--- config.mk ---
export PLATFORM = sky130hd
export DESIGN_NAME = jtag_uart_rx_reader
export DESIGN_NICKNAME = d
export VERILOG_FILES = /design/src/rtl/jtag_uart_rx_reader.sv
export SDC_FILE = /design/constraint.sdc
export NUM_CORES = 1
export LEC_CHECK = 0
export CAP_MARGIN = 25
export CELL_PAD_IN_SITES_DETAIL_PLACEMENT = 0
export CELL_PAD_IN_SITES_GLOBAL_PLACEMENT = 1
export CORE_MARGIN = 2
export CORE_UTILIZATION = 48
export CTS_CLUSTER_SIZE = 25
export DETAILED_ROUTE_END_ITERATION = 6
export PLACE_DENSITY = 0.84
export SYNTH_ARGS = -nofsm -noshare
export SYNTH_HDL_FRONTEND = slang
export SYNTH_SLANG_ARGS = --single-unit
--- constraint.sdc ---
create_clock -name clk -period 3.9 [get_ports clk]
set_input_delay 0.39 -clock clk [delete_from_list [all_inputs] [get_ports clk]]
set_output_delay 0.39 -clock clk [all_outputs]
set_load 0.01 [all_outputs]
--- src/rtl/jtag_uart_rx_reader.sv ---
// JTAG UART receive reader: polls the JTAG UART data register over Avalon-MM,
// keeps only characters flagged RVALID, and hands them to the core through a
// small FIFO exposed as a valid/ready byte stream.
module jtag_uart_rx_reader #(
    parameter int FIFO_DEPTH = 16,
    parameter int POLL_DIV   = 64,
    parameter int CNT_W      = 16
) (
    input  logic                        clk,
    input  logic                        rst_n,
    output logic                        av_chipselect,
    output logic                        av_address,
    output logic                        av_read_n,
    output logic                        av_write_n,
    input  logic [31:0]                 av_readdata,
    input  logic                        av_waitrequest,
    output logic [7:0]                  rx_data,
    output logic                        rx_valid,
    input  logic                        rx_ready,
    output logic [$clog2(FIFO_DEPTH):0] fifo_level,
    output logic [CNT_W-1:0]            rx_count,
    output logic                        host_pending
);

    localparam int AW = $clog2(FIFO_DEPTH);
    localparam int LW = AW + 1;
    localparam int TW = (POLL_DIV > 1) ? $clog2(POLL_DIV) : 1;
    localparam logic [LW-1:0] DEPTH_L = LW'(FIFO_DEPTH);
    localparam logic [TW-1:0] TMAX    = TW'(POLL_DIV - 1);

    typedef enum logic [1:0] {
        IDLE    = 2'd0,
        READ    = 2'd1,
        CAPTURE = 2'd2
    } state_t;

    state_t          state_q, state_d;
    logic [TW-1:0]   timer_q, timer_d;
    logic [AW:0]     rd_ptr_q, wr_ptr_q;
    logic [7:0]      mem_q [FIFO_DEPTH];
    logic [7:0]      cap_char_q;
    logic            cap_vld_q;
    logic            cap_avail_q;
    logic [CNT_W-1:0] cnt_q;
    logic            hp_q;

    logic            push;
    logic            pop;
    logic            timer_sat;
    logic [LW-1:0]   level_after;
    logic            unused_rsvd;

    // Character bits 14:8 of the data register carry nothing we need.
    assign unused_rsvd = ^av_readdata[14:8];

    assign timer_sat   = (timer_q == TMAX);
    assign fifo_level  = wr_ptr_q - rd_ptr_q;
    assign rx_valid    = (wr_ptr_q != rd_ptr_q);
    assign rx_data     = rx_valid ? mem_q[rd_ptr_q[AW-1:0]] : 8'h00;
    assign push        = (state_q == CAPTURE) && cap_vld_q;
    assign pop         = rx_valid && rx_ready;
    assign level_after = fifo_level + {{AW{1'b0}}, push} - {{AW{1'b0}}, pop};

    // Bus strobes decode straight from the state register so reset drops them at once.
    assign av_chipselect = (state_q == READ);
    assign av_read_n     = (state_q != READ);
    assign av_address    = 1'b0;
    assign av_write_n    = 1'b1;
    assign rx_count      = cnt_q;
    assign host_pending  = hp_q;

    // Next-state logic: poll when the timer saturates, drain back-to-back while the host has more.
    always_comb begin
        state_d = state_q;
        timer_d = timer_q;
        case (state_q)
            IDLE: begin
                if (timer_sat && (fifo_level < DEPTH_L)) begin
                    state_d = READ;
                    timer_d = '0;
                end else if (!timer_sat) begin
                    timer_d = timer_q + TW'(1);
                end
            end
            READ: begin
                if (!av_waitrequest) state_d = CAPTURE;
            end
            CAPTURE: begin
                if (cap_vld_q && cap_avail_q && (level_after < DEPTH_L)) state_d = READ;
                else state_d = IDLE;
            end
            default: state_d = IDLE;
        endcase
    end

    // State and poll timer registers.
    always_ff @(posedge clk or negedge rst_n) begin
        if (!rst_n) begin
            state_q <= IDLE;
            timer_q <= '0;
        end else begin
            state_q <= state_d;
            timer_q <= timer_d;
        end
    end

    // Capture the fields of interest on the cycle the read completes.
    always_ff @(posedge clk) begin
        if ((state_q == READ) && !av_waitrequest) begin
            cap_char_q  <= av_readdata[7:0];
            cap_vld_q   <= av_readdata[15];
            cap_avail_q <= (av_readdata[31:16] != 16'h0000);
        end
    end

    // FIFO storage; occupancy is tracked by the pointers alone.
    always_ff @(posedge clk) begin
        if (push) mem_q[wr_ptr_q[AW-1:0]] <= cap_char_q;
    end

    // FIFO pointers with an extra wrap bit to tell full from empty.
    always_ff @(posedge clk or negedge rst_n) begin
        if (!rst_n) begin
            rd_ptr_q <= '0;
            wr_ptr_q <= '0;
        end else begin
            if (push) wr_ptr_q <= wr_ptr_q + LW'(1);
            if (pop)  rd_ptr_q <= rd_ptr_q + LW'(1);
        end
    end

    // Received-byte counter and host-pending flag, both updated from the capture.
    always_ff @(posedge clk or negedge rst_n) begin
        if (!rst_n) begin
            cnt_q <= '0;
            hp_q  <= 1'b0;
        end else if (state_q == CAPTURE) begin
            hp_q <= cap_avail_q;
            if (cap_vld_q) cnt_q <= cnt_q + CNT_W'(1);
        end
    end

endmodule

Word-level counts from Yosys, hierarchy flattened
Memory sizes are Yosys's and may differ from the RTL's.
Cells that the tools add are included.
{"block": "totals", "ff_bits": 45, "mem_bits_rw": 128, "in_bits": 36, "out_inout_bits": 35, "wordCells": 48, "mem_count": 1}
{"block": "classes", "add_sub_neg": 7, "magnitude_cmp": 2, "n_eq_ne": 8, "muxes": 9, "n_reduce_logical": 12}
{"memory": "mem_q", "words": 16, "width": 8, "read_ports": 1, "rd_clocked_by_memory_dff": 0, "wr": 1, "line_no": "40", "source": "logic [7:0] mem_q [FIFO_DEPTH];"}
{"op": "adder 16 x 1 -> 16 bit, second input constant", "n": 1}
{"op": "nonzero test 16 bit", "n": 1}
{"op": "two-way mux 6 bit", "n": 2}
{"op": "adder 5 x 1 -> 5 bit, second input constant", "n": 2}
{"op": "< comparator 5 bit, second input constant", "n": 2}
{"op": "two-way mux 8 bit", "n": 1}
{"op": "adder 6 x 1 -> 6 bit, second input constant", "n": 1}
{"op": "== test 6 bit, second input constant", "n": 1}
{"op": "logical AND 1 bit", "n": 6}
{"op": "case mux 2 bit (3 select lines)", "n": 1}
{"op": "AND reduction 2 bit", "n": 3}
{"op": "adder 5 x 1 -> 5 bit", "n": 1}
{"op": "inequality test 5 bit", "n": 1}
{"op": "subtractor 5 x 1 -> 5 bit", "n": 1}
{"op": "subtractor 5 bit", "n": 1}
{"op": "two-way mux 2 bit", "n": 2}
{"op": "inequality test 2 x 1 -> 1 bit, second input constant", "n": 2}
{"op": "inequality test 2 bit, second input constant", "n": 2}
{"op": "two-way mux 1 bit", "n": 3}
{"op": "== test 2 x 1 -> 1 bit, second input constant", "n": 1}
{"op": "== test 2 bit, second input constant", "n": 1}
{"op": "zero test 2 bit", "n": 1}
{"op": "zero test 1 bit", "n": 1}

Logic depth before layout (Yosys ltp)
Gate-level depths: netlist (run 1).
{"block": "logic_depth", "word_depth": 8, "depth_mapped": 14, "mapped_depth_nobuf": 12}

Worst setup path before layout (run 1)
OpenSTA, ideal clock, no wires.
{"block": "synth_timing", "path_kind": "reg-to-reg", "from": "register rd_ptr_q[2]", "to": "register state_q[0]", "t_arrival_ns": 2.775, "t_required_ns": 3.772, "setup_slack_ns": 0.997, "path_stages_with_launch": 15, "path_buffers": 2, "path_cell_list": "dfrtp_1 clkbuf_1 inv_2 ha_1 nand4_1 nor2_1 nor2b_1 buf_2 ha_1 inv_1 ha_1 a21oi_1 o21ai_0 xnor2_1 o22ai_1"}
{"block": "synth_via", "elab_chain_len": 7}
{"element": "start: declaration", "line_no": "39", "source": "logic [AW:0] rd_ptr_q, wr_ptr_q;"}
{"element": "start signal: assignment", "line_no": "128", "source": "if (pop) rd_ptr_q <= rd_ptr_q + LW'(1);"}
{"element": "inequality test 5 bit", "line_no": "58", "source": "assign rx_valid = (wr_ptr_q != rd_ptr_q);"}
{"element": "logical AND 1 bit", "line_no": "61", "source": "assign pop = rx_valid && rx_ready;"}
{"element": "named net pop", "line_no": "48", "source": "logic pop;"}
{"element": "subtractor 5 x 1 -> 5 bit", "line_no": "62", "source": "assign level_after = fifo_level + {{AW{1'b0}}, push} - {{AW{1'b0}}, pop};"}
{"element": "< comparator 5 bit", "line_no": "89", "source": "if (cap_vld_q && cap_avail_q && (level_after < DEPTH_L)) state_d = READ;"}
{"element": "logical AND 1 bit", "line_no": "89"}
{"element": "two-way mux 1 bit", "line_no": "89"}
{"element": "case mux 2 bit (3 select lines)", "line_no": "76", "source": "case (state_q)"}
{"element": "end signal: assignment", "line_no": "102", "source": "state_q <= state_d;"}
{"element": "end: declaration", "line_no": "37", "source": "state_t state_q, state_d;"}
The timed path passes the listed nets, and every way through them passes these cells.
A chain may end at the register's enable or synchronous reset.

Worst setup path in the final report (run 1)
{"block": "layout_timing", "from": "register rd_ptr_q[3]", "to": "output port rx_data[2]"}
{"block": "layout_via", "elab_chain_len": 2}
{"element": "memory (16 x 8 bit) or inequality test 5 bit (tied branches)"}
{"element": "two-way mux 8 bit *", "line_no": "59", "source": "assign rx_data = rx_valid ? mem_q[rd_ptr_q[AW-1:0]] : 8'h00;"}
{"element": "end: declaration", "line_no": "17", "source": "output logic [7:0] rx_data,"}
Mark *: on every way between the ends. The rest lies on a longest branch, timed or not.

==> impl_metrics.json, run 1 <==
{
  "status": "complete, no violations",
  "cts_buffer_depth": 2,
  "cts_hold_buf": 0,
  "syn_nets": 480,
  "diodes": 0,
  "gp_congestion": 0.764,
  "cp_cell_sequence": "inv_1 -> ha_1 -> nand4_1 -> nor2_1 -> buf_4 -> a211oi_1 -> clkdlybuf4s50_1",
  "port_buffers": 61,
  "overflow": 0,
  "power_density_mw_per_mm2": 644,
  "fin_crit_ns": 3.35,
  "start_util_pct": 49.3,
  "drive_gt1_share_pct": 15.5,
  "ios": 71,
  "final_cells": 695,
  "cpPeakStageDelay_ns": 0.63,
  "synth_fa_ha_area_share_pct": 2.89,
  "cp.required_ns": 3.51,
  "final_util_pct": 58.7,
  "cts_resized": 0,
  "root_buffer": "clkbuf_16",
  "antenna_left": 0,
  "rows": 44,
  "worst_slack_ns": 0.548,
  "grt_pass1_wl_um": 22300,
  "critPathSlowestCell": "dfrtp_1",
  "rsz0062_at_grt": "no",
  "reg2reg_setup_slack_ns": 0.85,
  "end_kind": "primary output",
  "grt_usage_pct": 18.6,
  "peakVddDrop_mv": 0.453,
  "hold_slack_ns": 0.0575,
  "drt_drc_violations_left": 0,
  "hold_viol_final": 0,
  "p_total_mw": 5.52,
  "synthSimpleGateAreaFrac_pct": 7.19,
  "drt_first_iter_violations": 346,
  "grt_max_degree": 36,
  "relSlewSlack_pct": 38.5,
  "area_growth_pct": 19.1,
  "synthMuxAreaShare_pct": 11.8,
  "maxCapViolCount": 0,
  "grt_pass1_vias": 4014,
  "netlist_area_mm2": 0.00719,
  "avgSynthCellArea_um2": 16.8,
  "fp.dieW_um": 126,
  "cp_top_family": "buffers and inverters",
  "ys_warn_count": 0,
  "fin_worst_skew_ns": 0.00540,
  "cp_max_fo": 11,
  "first_pass_iters": 4,
  "maxSlewViolCount": 0,
  "die_area_mm2": 0.0160,
  "netlist_instances": 428,
  "hold_path_class": "in2async",
  "core_mm2": 0.0146,
  "tns_ns": 0,
  "ys_seq_area_share_pct": 69.8,
  "p_leak_nw": 3.04,
  "fin_crit_sh_pct": 85.9,
  "pre_cts_ws_ns": 0.890,
  "die_h_um": 126,
  "critical_path_class": "reg2out",
  "placed_cells": 663,
  "synth_top_family_by_area": "multiplexers",
  "clock_latency_ns": 0.42,
  "antenna_found_initial": 0,
  "numCtsBuffers": 17,
  "fin_area_mm2": 0.00856,
  "ys_ff_latch": 173,
  "synth-compound-area-share_pct": 2.14,
  "crit_buf_inv": 3,
  "synth_cell_types": 40,
  "nNetsFinal": 550,
  "drt-vias-per-instance": 5.59,
  "setup_violations": 0,
  "postCtsSetupRepairBufs": 0,
  "tightestPinTransition_ns": 0.919,
  "cts.clk_slew.worst_paths_ns": 0.06,
  "fmax_ghz": 0.298,
  "placed_cell_area_mm2": 0.00800,
  "clock_sinks": 173,
  "wl_per_cell_um": 19.7,
  "cts-htree-levels": 4,
  "routed_wl_um": 13700,
  "worstPathArrival_ns": 2.96,
  "vias": 3884,
  "crit_path_start_kind": "register",
  "dp_hpwl_um": 9050,
  "synthXorXnorAreaFrac_pct": 3.98,
  "cts_tree": "done"
}
-- registers in the layout (all words and copies together), names as in the netlist --
| register | cells |
|---|---|
| wr_ptr_q | 5 |
| cap_vld_q | 1 |
| rd_ptr_q | 5 |
| mem_q | 128 |
| rx_count | 16 |
| cap_char_q | 8 |
| state_q | 2 |
| timer_q | 6 |
| cap_avail_q | 1 |
| host_pending | 1 |
-- power by group --
group          switching, mW  internal, mW  leakage (nW)
Clock                  0.673         0.933         0.271
Combinational          0.820         0.918          1.06
Sequential             0.124          2.05          1.70
Total                   1.62          3.90          3.04
-- path summary, 6_finish.rpt --
path / cells after the start / from / to
min in group clk: 1 / rx_count[15] / rx_count[15]
worst max register to register: 12 / rd_ptr_q[3] / state_q[0]
worst min register to register: 1 / rx_count[15] / rx_count[15]
max in group asynchronous: 1 / rst_n / rd_ptr_q[0]
worst max-delay path: 7 / rd_ptr_q[3] / rx_data[2]
worst min-delay path: 1 / rst_n / timer_q[3]
-- kinds of logic after synthesis --
logic type,after synthesis
flops,173
mux,44
buf+inv,32
fa+ha+maj,16
simple gates,106
other cells,2
xor+xnor,31
compound gates,24
-- cells in the mapped netlist (all sizes together) --
cell | number | area [um^2]
edfxtp | 138 | 4140
dfrtp | 35 | 876
nand2 | 34 | 128
mux4 | 32 | 721
nor2 | 24 | 92.6
xnor2 | 22 | 200
ha | 15 | 188
buf | 13 | 77.6
inv | 13 | 48.8
and3 | 11 | 68.8
nand4 | 11 | 75.1
xor2 | 9 | 86.3
a211oi | 8 | 60.1
mux2i | 8 | 80.1
nand3 | 8 | 40.0
o21ai | 6 | 30.0
a21oi | 5 | 25.0
clkbuf | 5 | 18.8
nand2b | 5 | 31.3
nor4 | 5 | 31.3
mux2 | 4 | 48.8
nor3 | 4 | 20.0
conb | 2 | 7.51
nor2b | 2 | 12.5
o31ai | 2 | 15.0
a211o | 1 | 8.76
and3b | 1 | 8.76
and4 | 1 | 8.76
clkinv | 1 | 3.75
fa | 1 | 20.0
o22ai | 1 | 6.26
o41ai | 1 | 8.76
-- cell usage in the layout, fill, tap and decap left out, drive strengths merged, types with 2 or more instances in the layout --
cell and n:
a211oi 8, a21oi 5, and3 11, buf 9
bufinv 2, clkbuf 19, clkdlybuf4s50 60, clkinv 10
clkinvlp 2, conb 2, dfrtp 35, edfxtp 138
ha 15, inv 13, mux2 4, mux2i 8
mux4 32, nand2 34, nand2b 5, nand3 8
nand4 11, nor2 24, nor2b 2, nor3 4
nor4 5, o21ai 6, o31ai 2, xnor2 22
xor2 9
-- per-layer routing --
layer / vias to the layer above / global-route usage, % / wire length (um)
met5: - / 0 / 0
met4: 0 / 6.40 / 188
met3: 18 / 5.15 / 918
met2: 130 / 28.4 / 6460
met1: 1971 / 26.3 / 6140
li1: 1765 / - / -
-- cell type report --
cell class                      count  area, um^2
Clock buffer                       19         433
Clock inverter                     13         125
Fill cell                        1096        6030
Inverter                           14        52.6
Multi-Input combinational cell    223        2020
Sequential cell                   173        5020
Tap cell                          184         230
Timing Repair Buffer               69         678
-- worst register-to-register path, cell delays in order (launching register included) --
cell and delay [ns]:
dfrtp_1 0.63, inv_1 0.29, ha_1 0.41, nand4_1 0.09, nor2_1 0.06, nor2b_1 0.41, ha_1 0.24, inv_1 0.04
ha_1 0.26, a21oi_1 0.05, o21ai_0 0.20, xnor2_1 0.14, o22ai_1 0.09
Note: power is estimated with default switching activity, not from simulation.
==> run 2: changes to the inputs <==
--- a/config.mk
+++ b/config.mk
@@ -8,6 +8,7 @@
 export CAP_MARGIN = 25
 export CELL_PAD_IN_SITES_DETAIL_PLACEMENT = 0
 export CELL_PAD_IN_SITES_GLOBAL_PLACEMENT = 1
+export CORE_ASPECT_RATIO = 1.1
 export CORE_MARGIN = 2
 export CORE_UTILIZATION = 48
 export CTS_CLUSTER_SIZE = 25
==> run 2 against run 1 <==
Net effect: worst hold slack lost 0.0012 ns; combinational power is essentially flat; cell count grew 1.3%; fmax is essentially flat; sequential cell count is the same; non-clock buffer count grew 1; core utilization grew 0.63 points; first-iteration DRC count shrank 5.2%; power grew 3.3%; via count shrank 0.15%; wire length shrank 0.57%.
==> impl_metrics.json, run 2 (synthesis results as in run 1) <==
{
  "first_pass_iters": 5,
  "cp_max_fo": 11,
  "drive_gt1_share_pct": 15.6,
  "drt-vias-per-instance": 5.51,
  "gp_congestion": 0.766,
  "multi_input_area_mm2": 0.00202,
  "ff2ff_path_depth": 12,
  "hold_viol_final": 0,
  "p_sw_mw": 1.61,
  "antenna_left": 0,
  "rsz0062_at_grt": "no",
  "cts.clk_slew.worst_paths_ns": 0.06,
  "p_total_mw": 5.70,
  "area_growth_pct": 20.1,
  "cpPeakStageDelay_ns": 0.61,
  "wl_per_cell_um": 19.4,
  "crit_path_start_kind": "register",
  "timing.rr.start": "rd_ptr_q[3]",
  "combPwrFrac_pct": 30.6,
  "die_h_um": 132,
  "reg2reg_setup_slack_ns": 0.91,
  "fin_crit_sh_pct": 85.9,
  "tightestPinTransition_ns": 0.984,
  "clock_sinks": 173,
  "cp_cell_sequence": "inv_1 -> ha_1 -> nand4_1 -> nor2_1 -> buf_4 -> a211oi_1 -> clkdlybuf4s50_1",
  "die_area_mm2": 0.0160,
  "worstPathArrival_ns": 2.96,
  "r2r-end": "state_q[0]",
  "root_buffer": "clkbuf_16",
  "vias": 3878,
  "cp.required_ns": 3.51,
  "fin_crit_ns": 3.35,
  "hold_path_class": "in2async",
  "fmax_ghz": 0.299,
  "overflow": 0,
  "cts_hold_buf": 0,
  "crit_buf_inv": 3,
  "tns_ns": 0,
  "grt_pass1_wl_um": 21900,
  "p_leak_nw": 3.08,
  "port_buffers": 61,
  "ios": 71,
  "status": "complete, no violations",
  "p_seq_share_pct": 38.0,
  "nNetsFinal": 551,
  "core_mm2": 0.0146,
  "final.fill_count": 1096,
  "regArea_mm2": 0.00502,
  "postCtsSetupRepairBufs": 0,
  "peakVddDrop_mv": 0.575,
  "cts_resized": 0,
  "rows": 46,
  "cts_tree": "done",
  "end_kind": "primary output",
  "fin_worst_skew_ns": 0.00904,
  "largest_reg_flops": 128,
  "cp_top_family": "buffers and inverters",
  "antenna_found_initial": 0,
  "power_density_mw_per_mm2": 660,
  "start_util_pct": 49.4,
  "drt_drc_violations_left": 0,
  "grt_max_degree": 36,
  "power.internal_mw": 4.09,
  "relSlewSlack_pct": 34.2,
  "diodes": 0,
  "numCtsBuffers": 17,
  "cts_buffer_depth": 2,
  "grt_usage_pct": 18.4,
  "critical_path_class": "reg2out",
  "drt_first_iter_violations": 328,
  "maxCapViolCount": 0,
  "fp.dieW_um": 121,
  "p_clk_share_pct": 31.5,
  "dp_hpwl_um": 9300,
  "final_common_cell": "edfxtp_1",
  "switching_share_pct": 28.2,
  "critPathSlowestCell": "dfrtp_1",
  "layout_common_cells": "edfxtp_1 (138), clkdlybuf4s50_1 (60), nand2_1 (34), dfrtp_1 (34), mux4_2 (32)",
  "routed_wl_um": 13600,
  "cts-htree-levels": 4,
  "maxSlewViolCount": 0,
  "clock_latency_ns": 0.41,
  "grt_pass1_vias": 4068,
  "setup_violations": 0
}
-- run 2: worst max path at each step --
stage,cells past startpoint,slack [ns],startpoint,to
floorplan,14,1.0,rd_ptr_q[2],state_q[0]
global placement,12,0.96,rd_ptr_q[3],state_q[0]
detailed placement,12,0.89,rd_ptr_q[3],state_q[0]
CTS,7,0.55,rd_ptr_q[3],rx_data[2]
global route,7,0.37,rd_ptr_q[3],rx_data[7]
finish,7,0.55,rd_ptr_q[3],rx_data[0]
-- run 2: worst reg2reg max path: cells and delay by family, from the launching register on --
family | cells | cell delay [ns]
simple gates | 3 | 0.55
flops | 1 | 0.61
fa+ha+maj | 3 | 0.90
compound gates | 3 | 0.34
xor+xnor | 1 | 0.15
buf+inv | 2 | 0.33
-- run 2: final cells by class --
type,instances,area share (%)
Multi-Input combinational cell,223,23.4
Sequential cell,173,58.1
Clock buffer,19,5.01
Tap cell,192,2.78
Clock inverter,13,2.26
Timing Repair Buffer,70,7.79
Inverter,14,0.608
-- run 2: per-layer routing --
layer,GRT usage (%),share of wire [%]
met5,0,0
met4,5.81,0.76
met3,4.37,5.6
met2,30.6,52
met1,24.1,41
-- run 2: power by group through the flow --
stage	combinational (mW)	sequential [mW]	clock [mW]
final	1.74	2.16	1.79
after global routing	1.91	2.18	1.90
after CTS	1.77	2.16	1.82
after detailed placement	1.77	2.20	0
after global placement	1.73	2.20	0
after floorplan	1.19	2.14	0
-- run 2: metrics by stage --
stage               instance area, um^2  cells  hold WS [ns]  worst slack (ns)  utilization, %
finish                             8640    704        0.0563             0.550            59.3
global route                       8640    704         0.112             0.370            59.3
floorplan                          7190    428        0.0944             0.997               -
CTS                                8640    704        0.0779             0.548            59.3
detailed placement                 8010    672         0.472             0.892            55.0
global placement                   8010    672         0.466             0.960            55.0
